===== src/rtl/display_pkg.sv =====
// Shared types, constants and the double-dabble step used by the
// eight-digit signed decimal display converter.
package display_pkg;

    typedef enum logic [1:0] {
        ST_IDLE = 2'd0,
        ST_CONV = 2'd1,
        ST_DONE = 2'd2
    } state_t;

    localparam int NUM_SHIFTS = 32;

    // Active-low segments, bit order gfedcba
    localparam logic [6:0] SEG_0     = 7'h40;
    localparam logic [6:0] SEG_1     = 7'h79;
    localparam logic [6:0] SEG_2     = 7'h24;
    localparam logic [6:0] SEG_3     = 7'h30;
    localparam logic [6:0] SEG_4     = 7'h19;
    localparam logic [6:0] SEG_5     = 7'h12;
    localparam logic [6:0] SEG_6     = 7'h02;
    localparam logic [6:0] SEG_7     = 7'h78;
    localparam logic [6:0] SEG_8     = 7'h00;
    localparam logic [6:0] SEG_9     = 7'h10;
    localparam logic [6:0] SEG_BLANK = 7'h7F;
    localparam logic [6:0] SEG_MINUS = 7'h3F;
    localparam logic [6:0] SEG_E     = 7'h06;
    localparam logic [6:0] SEG_R     = 7'h2F;

    // One double-dabble iteration on {bcd[39:0], bin[31:0]}: add 3 to every
    // BCD nibble >= 5, then shift the whole register left by one.
    function automatic logic [71:0] dd_step(input logic [71:0] v);
        logic [71:0] t;
        t = v;
        for (int i = 0; i < 10; i++) begin
            if (t[32 + 4*i +: 4] >= 4'd5) begin
                t[32 + 4*i +: 4] = t[32 + 4*i +: 4] + 4'd3;
            end else begin
                t[32 + 4*i +: 4] = t[32 + 4*i +: 4];
            end
        end
        return {t[70:0], 1'b0};
    endfunction

endpackage


===== src/rtl/seg7_decoder.sv =====
// Combinational BCD digit to active-low seven-segment pattern (gfedcba).
// Codes 10-15 are not valid BCD and show blank.
module seg7_decoder
    import display_pkg::*;
(
    input  logic [3:0] digit,
    output logic [6:0] seg
);

    // Digit lookup
    always_comb begin
        seg = SEG_BLANK;
        case (digit)
            4'd0:    seg = SEG_0;
            4'd1:    seg = SEG_1;
            4'd2:    seg = SEG_2;
            4'd3:    seg = SEG_3;
            4'd4:    seg = SEG_4;
            4'd5:    seg = SEG_5;
            4'd6:    seg = SEG_6;
            4'd7:    seg = SEG_7;
            4'd8:    seg = SEG_8;
            4'd9:    seg = SEG_9;
            default: seg = SEG_BLANK;
        endcase
    end

endmodule


===== src/rtl/display_bcd.sv =====
// Signed 32-bit word to eight-digit seven-segment display via a sequential
// double-dabble; the digits update together once per finished conversion.
module display_bcd
    import display_pkg::*;
#(
    parameter int BLANK_ZEROS = 1
) (
    input  logic        clk,
    input  logic        reset,
    input  logic [31:0] valor,
    input  logic        load,
    output logic        busy,
    output logic [6:0]  hex0,
    output logic [6:0]  hex1,
    output logic [6:0]  hex2,
    output logic [6:0]  hex3,
    output logic [6:0]  hex4,
    output logic [6:0]  hex5,
    output logic [6:0]  hex6,
    output logic [6:0]  hex7
);

    state_t      state_r;
    state_t      state_nxt_s;
    logic        start_s;
    logic [31:0] start_val_s;
    logic        pend_clr_s;
    logic        pend_r;
    logic [31:0] pend_val_r;
    logic        busy_r;
    logic [4:0]  shift_cnt_r;
    logic [31:0] bin_r;
    logic [39:0] bcd_r;
    logic        sign_r;
    logic [6:0]  dec_s     [8];
    logic [6:0]  hex_nxt_s [8];
    logic [6:0]  hex_r     [8];
    logic        neg_s;
    logic        ovf_s;
    logic        lead_s;

    // Next state and conversion start selection
    always_comb begin
        state_nxt_s = state_r;
        start_s     = 1'b0;
        start_val_s = valor;
        pend_clr_s  = 1'b0;
        case (state_r)
            ST_IDLE: begin
                if (load) begin
                    start_s     = 1'b1;
                    state_nxt_s = ST_CONV;
                end else begin
                    state_nxt_s = ST_IDLE;
                end
            end
            ST_CONV: begin
                if (shift_cnt_r == 5'(NUM_SHIFTS - 1)) begin
                    state_nxt_s = ST_DONE;
                end else begin
                    state_nxt_s = ST_CONV;
                end
            end
            ST_DONE: begin
                // A fresh load is newer than anything pending, so it wins
                if (load) begin
                    start_s     = 1'b1;
                    pend_clr_s  = 1'b1;
                    state_nxt_s = ST_CONV;
                end else if (pend_r) begin
                    start_s     = 1'b1;
                    start_val_s = pend_val_r;
                    pend_clr_s  = 1'b1;
                    state_nxt_s = ST_CONV;
                end else begin
                    state_nxt_s = ST_IDLE;
                end
            end
            default: state_nxt_s = ST_IDLE;
        endcase
    end

    // State register and busy flag
    always_ff @(posedge clk) begin
        if (reset) begin
            state_r <= ST_IDLE;
            busy_r  <= 1'b0;
        end else begin
            state_r <= state_nxt_s;
            busy_r  <= (state_nxt_s != ST_IDLE);
        end
    end

    // Operand capture and double-dabble shifting
    always_ff @(posedge clk) begin
        if (reset) begin
            bin_r       <= 32'd0;
            bcd_r       <= 40'd0;
            sign_r      <= 1'b0;
            shift_cnt_r <= 5'd0;
        end else if (start_s) begin
            // Two's-complement negate in 32 bits keeps 0x80000000 as its own magnitude
            bin_r       <= start_val_s[31] ? (~start_val_s + 32'd1) : start_val_s;
            sign_r      <= start_val_s[31];
            bcd_r       <= 40'd0;
            shift_cnt_r <= 5'd0;
        end else if (state_r == ST_CONV) begin
            {bcd_r, bin_r} <= dd_step({bcd_r, bin_r});
            shift_cnt_r    <= shift_cnt_r + 5'd1;
        end else begin
            shift_cnt_r <= shift_cnt_r;
        end
    end

    // One-deep pending buffer for loads arriving mid-conversion
    always_ff @(posedge clk) begin
        if (reset) begin
            pend_r     <= 1'b0;
            pend_val_r <= 32'd0;
        end else if (pend_clr_s) begin
            pend_r <= 1'b0;
        end else if (load && (state_r == ST_CONV)) begin
            pend_r     <= 1'b1;
            pend_val_r <= valor;
        end else begin
            pend_r <= pend_r;
        end
    end

    genvar g;
    generate
        for (g = 0; g < 8; g++) begin : g_dec
            seg7_decoder u_dec (
                .digit (bcd_r[4*g +: 4]),
                .seg   (dec_s[g])
            );
        end
    endgenerate

    assign neg_s = sign_r && (bcd_r != 40'd0);
    assign ovf_s = neg_s ? (bcd_r[39:28] != 12'd0) : (bcd_r[39:32] != 8'd0);

    // Final display formatting: sign, leading-zero blanking and overflow
    always_comb begin
        lead_s = (BLANK_ZEROS != 0);
        for (int i = 0; i < 8; i++) begin
            hex_nxt_s[i] = SEG_BLANK;
        end
        if (ovf_s) begin
            hex_nxt_s[7] = SEG_E;
            hex_nxt_s[6] = SEG_R;
            hex_nxt_s[5] = SEG_R;
        end else begin
            for (int i = 7; i >= 0; i--) begin
                if (neg_s && (i == 7)) begin
                    hex_nxt_s[i] = SEG_MINUS;
                end else if (lead_s && (i != 0) && (bcd_r[4*i +: 4] == 4'd0)) begin
                    hex_nxt_s[i] = SEG_BLANK;
                end else begin
                    lead_s       = 1'b0;
                    hex_nxt_s[i] = dec_s[i];
                end
            end
        end
    end

    // Output digits change only on the DONE edge
    always_ff @(posedge clk) begin
        if (reset) begin
            for (int i = 0; i < 8; i++) begin
                hex_r[i] <= SEG_BLANK;
            end
        end else if (state_r == ST_DONE) begin
            for (int i = 0; i < 8; i++) begin
                hex_r[i] <= hex_nxt_s[i];
            end
        end else begin
            for (int i = 0; i < 8; i++) begin
                hex_r[i] <= hex_r[i];
            end
        end
    end

    assign busy = busy_r;
    assign hex0 = hex_r[0];
    assign hex1 = hex_r[1];
    assign hex2 = hex_r[2];
    assign hex3 = hex_r[3];
    assign hex4 = hex_r[4];
    assign hex5 = hex_r[5];
    assign hex6 = hex_r[6];
    assign hex7 = hex_r[7];

endmodule


===== config.mk =====
export PLATFORM = sky130hd
export DESIGN_NAME = display_bcd
export DESIGN_NICKNAME = d
export VERILOG_FILES = /design/src/rtl/display_pkg.sv /design/src/rtl/seg7_decoder.sv /design/src/rtl/display_bcd.sv
export SDC_FILE = /design/constraint.sdc
export NUM_CORES = 1
export LEC_CHECK = 0
export CORE_MARGIN = 4
export CORE_UTILIZATION = 45
export DETAILED_ROUTE_END_ITERATION = 16
export PLACE_DENSITY = 0.68
export RECOVER_POWER = 25
export SLEW_MARGIN = 5
export SYNTH_ARGS = -nofsm -noshare
export SYNTH_HDL_FRONTEND = slang
export SYNTH_HIERARCHICAL = 1
export SYNTH_SLANG_ARGS = --single-unit

===== constraint.sdc =====
create_clock -name clk -period 10.25 [get_ports clk]
set_input_delay 2.05 -clock clk [delete_from_list [all_inputs] [get_ports clk]]
set_output_delay 2.05 -clock clk [all_outputs]
set_load 0.05 [all_outputs]

==> impl_metrics.json <==
{
  "status": "finished, violations left",
  "violations": "capacitance limit, slew limit",
  "clock-sinks": 170,
  "gp_congestion": 0.861,
  "vias_per_cell": 5.33,
  "cts.clk_slew.worst_paths_ns": 0.06,
  "syn_inst": 1306,
  "wl_met3_um": 961,
  "drive_above_1_share": 0.0841,
  "grt_max_degree": 69,
  "ctsResizeCount": 0,
  "p_sw_mw": 0.400,
  "intPower_mw": 1.17,
  "critPathLaunchType": "input port",
  "first_iter_violations": 551,
  "synth_seq_area_share": 0.371,
  "yosysTopAreaCell": "dfxtp_1",
  "syn_area_per_cell_um2": 8.17,
  "root_buffer": "clkbuf_16",
  "yosysWarnings": 6,
  "arrival_ns": 5.83,
  "design_power_total_mw": 1.57,
  "p_seq_frac": 0.469,
  "portBuffers": 91,
  "fill_cells": 2219,
  "multi_input_area_mm2": 0.00619,
  "post-cts-setup-buffers": 0,
  "r2r_cells": 11,
  "async_reset_ff_frac": 0,
  "clkPwrFrac": 0.413,
  "fp.dieW_um": 162,
  "hold_class": "reg -> reg",
  "hold_viol": 0,
  "cts_buffer_depth": 2,
  "wl_per_cell_um": 14.0,
  "critPathMaxFanout": 68,
  "io_pins": 92,
  "peakVddDrop_uv": 100,
  "core_mm2": 0.0234,
  "cap_violations": 1,
  "grt.total_usage": 0.179,
  "finalSetupViolations": 0,
  "final_nets": 1460,
  "synth.cell_area_mm2": 0.0107,
  "synth_top_area_frac": 0.214,
  "leakagePower_nw": 4.38,
  "hold_buffers": 0,
  "slew-limit-headroom": -1.12,
  "cts_tree": "yes",
  "synth.distinct_cells": 64,
  "synth_edf_count": 56,
  "synthTopCellsByArea": "dfxtp_1 (21%), edfxtp_1 (16%), ha_1 (8.3%)",
  "route.vias.total": 8985,
  "ant_nets": 0,
  "met2RoutedLength_um": 11000,
  "antenna_found_initial": 0,
  "overflow": 0,
  "tightest_slew_ns": 3.19,
  "r2r_start": "state_r[0]",
  "area.sequential_mm2": 0.00396,
  "synthToLayoutAreaGrowth_pct": 15.3,
  "wirelength_um": 23500,
  "setup-tns-final_ns": 0,
  "ys_ff_latch": 170,
  "cts_buffers": 17,
  "clk_latency_ns": 0.42,
  "grt_pass1_vias": 8146,
  "slew_violations": 69,
  "min_period_over_period": 0.543,
  "fp.dieArea_mm2": 0.0262,
  "rrSetupSlack_ns": 6.32,
  "rsz0062_at_grt": "false",
  "critPathCaptureType": "register",
  "syn_nets": 1412,
  "diodes": 0,
  "drc": 0,
  "worstPathRequired_ns": 10.51,
  "endpoint": "bin_r[27]",
  "synth_commonest_cells": "nand2_1 (202), a21oi_1 (127), dfxtp_1 (114)",
  "worst_r2r_endpoint": "bin_r[24]",
  "crit_type": "in -> reg",
  "post-dp-hpwl_um": 16000,
  "synth-main-ff-cell": "dfxtp_1",
  "die_h_um": 162,
  "comb_power_share": 0.117,
  "whs_ns": 0.455,
  "initial_core_util": 0.456,
  "fin_crit_ns": 5.57,
  "cp-startpoint": "reset",
  "yosysMostFrequentCell": "nand2_1",
  "drt_first_pass_iters": 5,
  "grt_pass1_wl_um": 39700,
  "powerDensity_mw_per_mm2": 128,
  "fmax_ghz": 0.180,
  "p_sw_frac": 0.255,
  "cts.htree.levels": 4,
  "num_rows": 56,
  "top_layer": "met4",
  "wl_met1_um": 11300,
  "finClkSkew_ns": 0.00675
}
[critical path: stages]
cell      delay [ns]
buf_2           0.08
clkbuf_1        2.23
nand2b_2        1.22
o22ai_1         0.20
[how the worst min path moves through the flow]
stage | from | to | slack (ns) | cells past startpoint
after floorplan | bin_r[31] | bcd_r[0] | 0.43 | 2
after global placement | bin_r[31] | bcd_r[0] | 0.44 | 2
after detailed placement | bin_r[31] | bcd_r[0] | 0.45 | 2
after CTS | bin_r[31] | bcd_r[0] | 0.46 | 2
after global routing | shift_cnt_r[4] | shift_cnt_r[4] | 0.49 | 2
final | bin_r[31] | bcd_r[0] | 0.46 | 2
[registers in the layout (all words and copies together), names as in the netlist]
name / cells
busy: 1
bin_r: 32
hex_r: 56
pend_val_r: 32
sign_r: 1
state_r: 2
pend_r: 1
bcd_r: 40
shift_cnt_r: 5
[cell usage in the layout, fill, tap and decap left out, types with 30 or more instances in the layout]
| cell | netlist | final |
|---|---|---|
| a21oi_1 | 127 | 127 |
| o21ai_0 | 92 | 92 |
| edfxtp_1 | 56 | 56 |
| clkdlybuf4s50_1 | 0 | 77 |
| or2_2 | 42 | 42 |
| nand2_1 | 202 | 202 |
| dfxtp_1 | 114 | 114 |
| nand2b_1 | 54 | 51 |
| inv_1 | 47 | 47 |
| ha_1 | 71 | 71 |
| nand3_1 | 30 | 30 |
| nor2_1 | 113 | 112 |
| mux2i_1 | 39 | 38 |
[power by group through the flow]
stage | clock network (mW) | registers (mW) | logic (mW)
final | 0.650 | 0.737 | 0.185
after global routing | 0.690 | 0.740 | 0.204
after CTS | 0.663 | 0.737 | 0.185
after detailed placement | 0 | 0.752 | 0.183
after global placement | 0 | 0.751 | 0.181
after floorplan | 0 | 0.762 | 0.113
[layer usage]
metal / up-vias / track usage
met2: 200 / 0.300
met5: - / 0
met4: 0 / 0.0384
met3: 23 / 0.0266
met1: 4117 / 0.246
li1: 4645 / -
[through the flow]
stage	setup slack (ns)	utilization	area (um2)	std cells
final	4.68	0.526	12300	1686
after global placement	4.54	0.501	11700	1654
after floorplan	5.29	-	10700	1306
after detailed placement	4.48	0.501	11700	1654
after global routing	4.26	0.526	12300	1686
after CTS	4.81	0.526	12300	1686
[logic make-up after synthesis]
kind of cell / share of synthesized area
xor+xnor: 0.0345
flops: 0.371
buf+inv: 0.0536
compound gates: 0.164
mux: 0.0376
fa+ha+maj: 0.0832
simple gates: 0.256
[cell type report]
type,instances,area share
Sequential cell,170,0.322
Clock inverter,12,0.0123
Inverter,47,0.0143
Tap cell,319,0.0324
Multi-Input combinational cell,1015,0.503
Timing Repair Buffer,103,0.0803
Clock buffer,20,0.0355
Power figures use the tool's default switching activity.
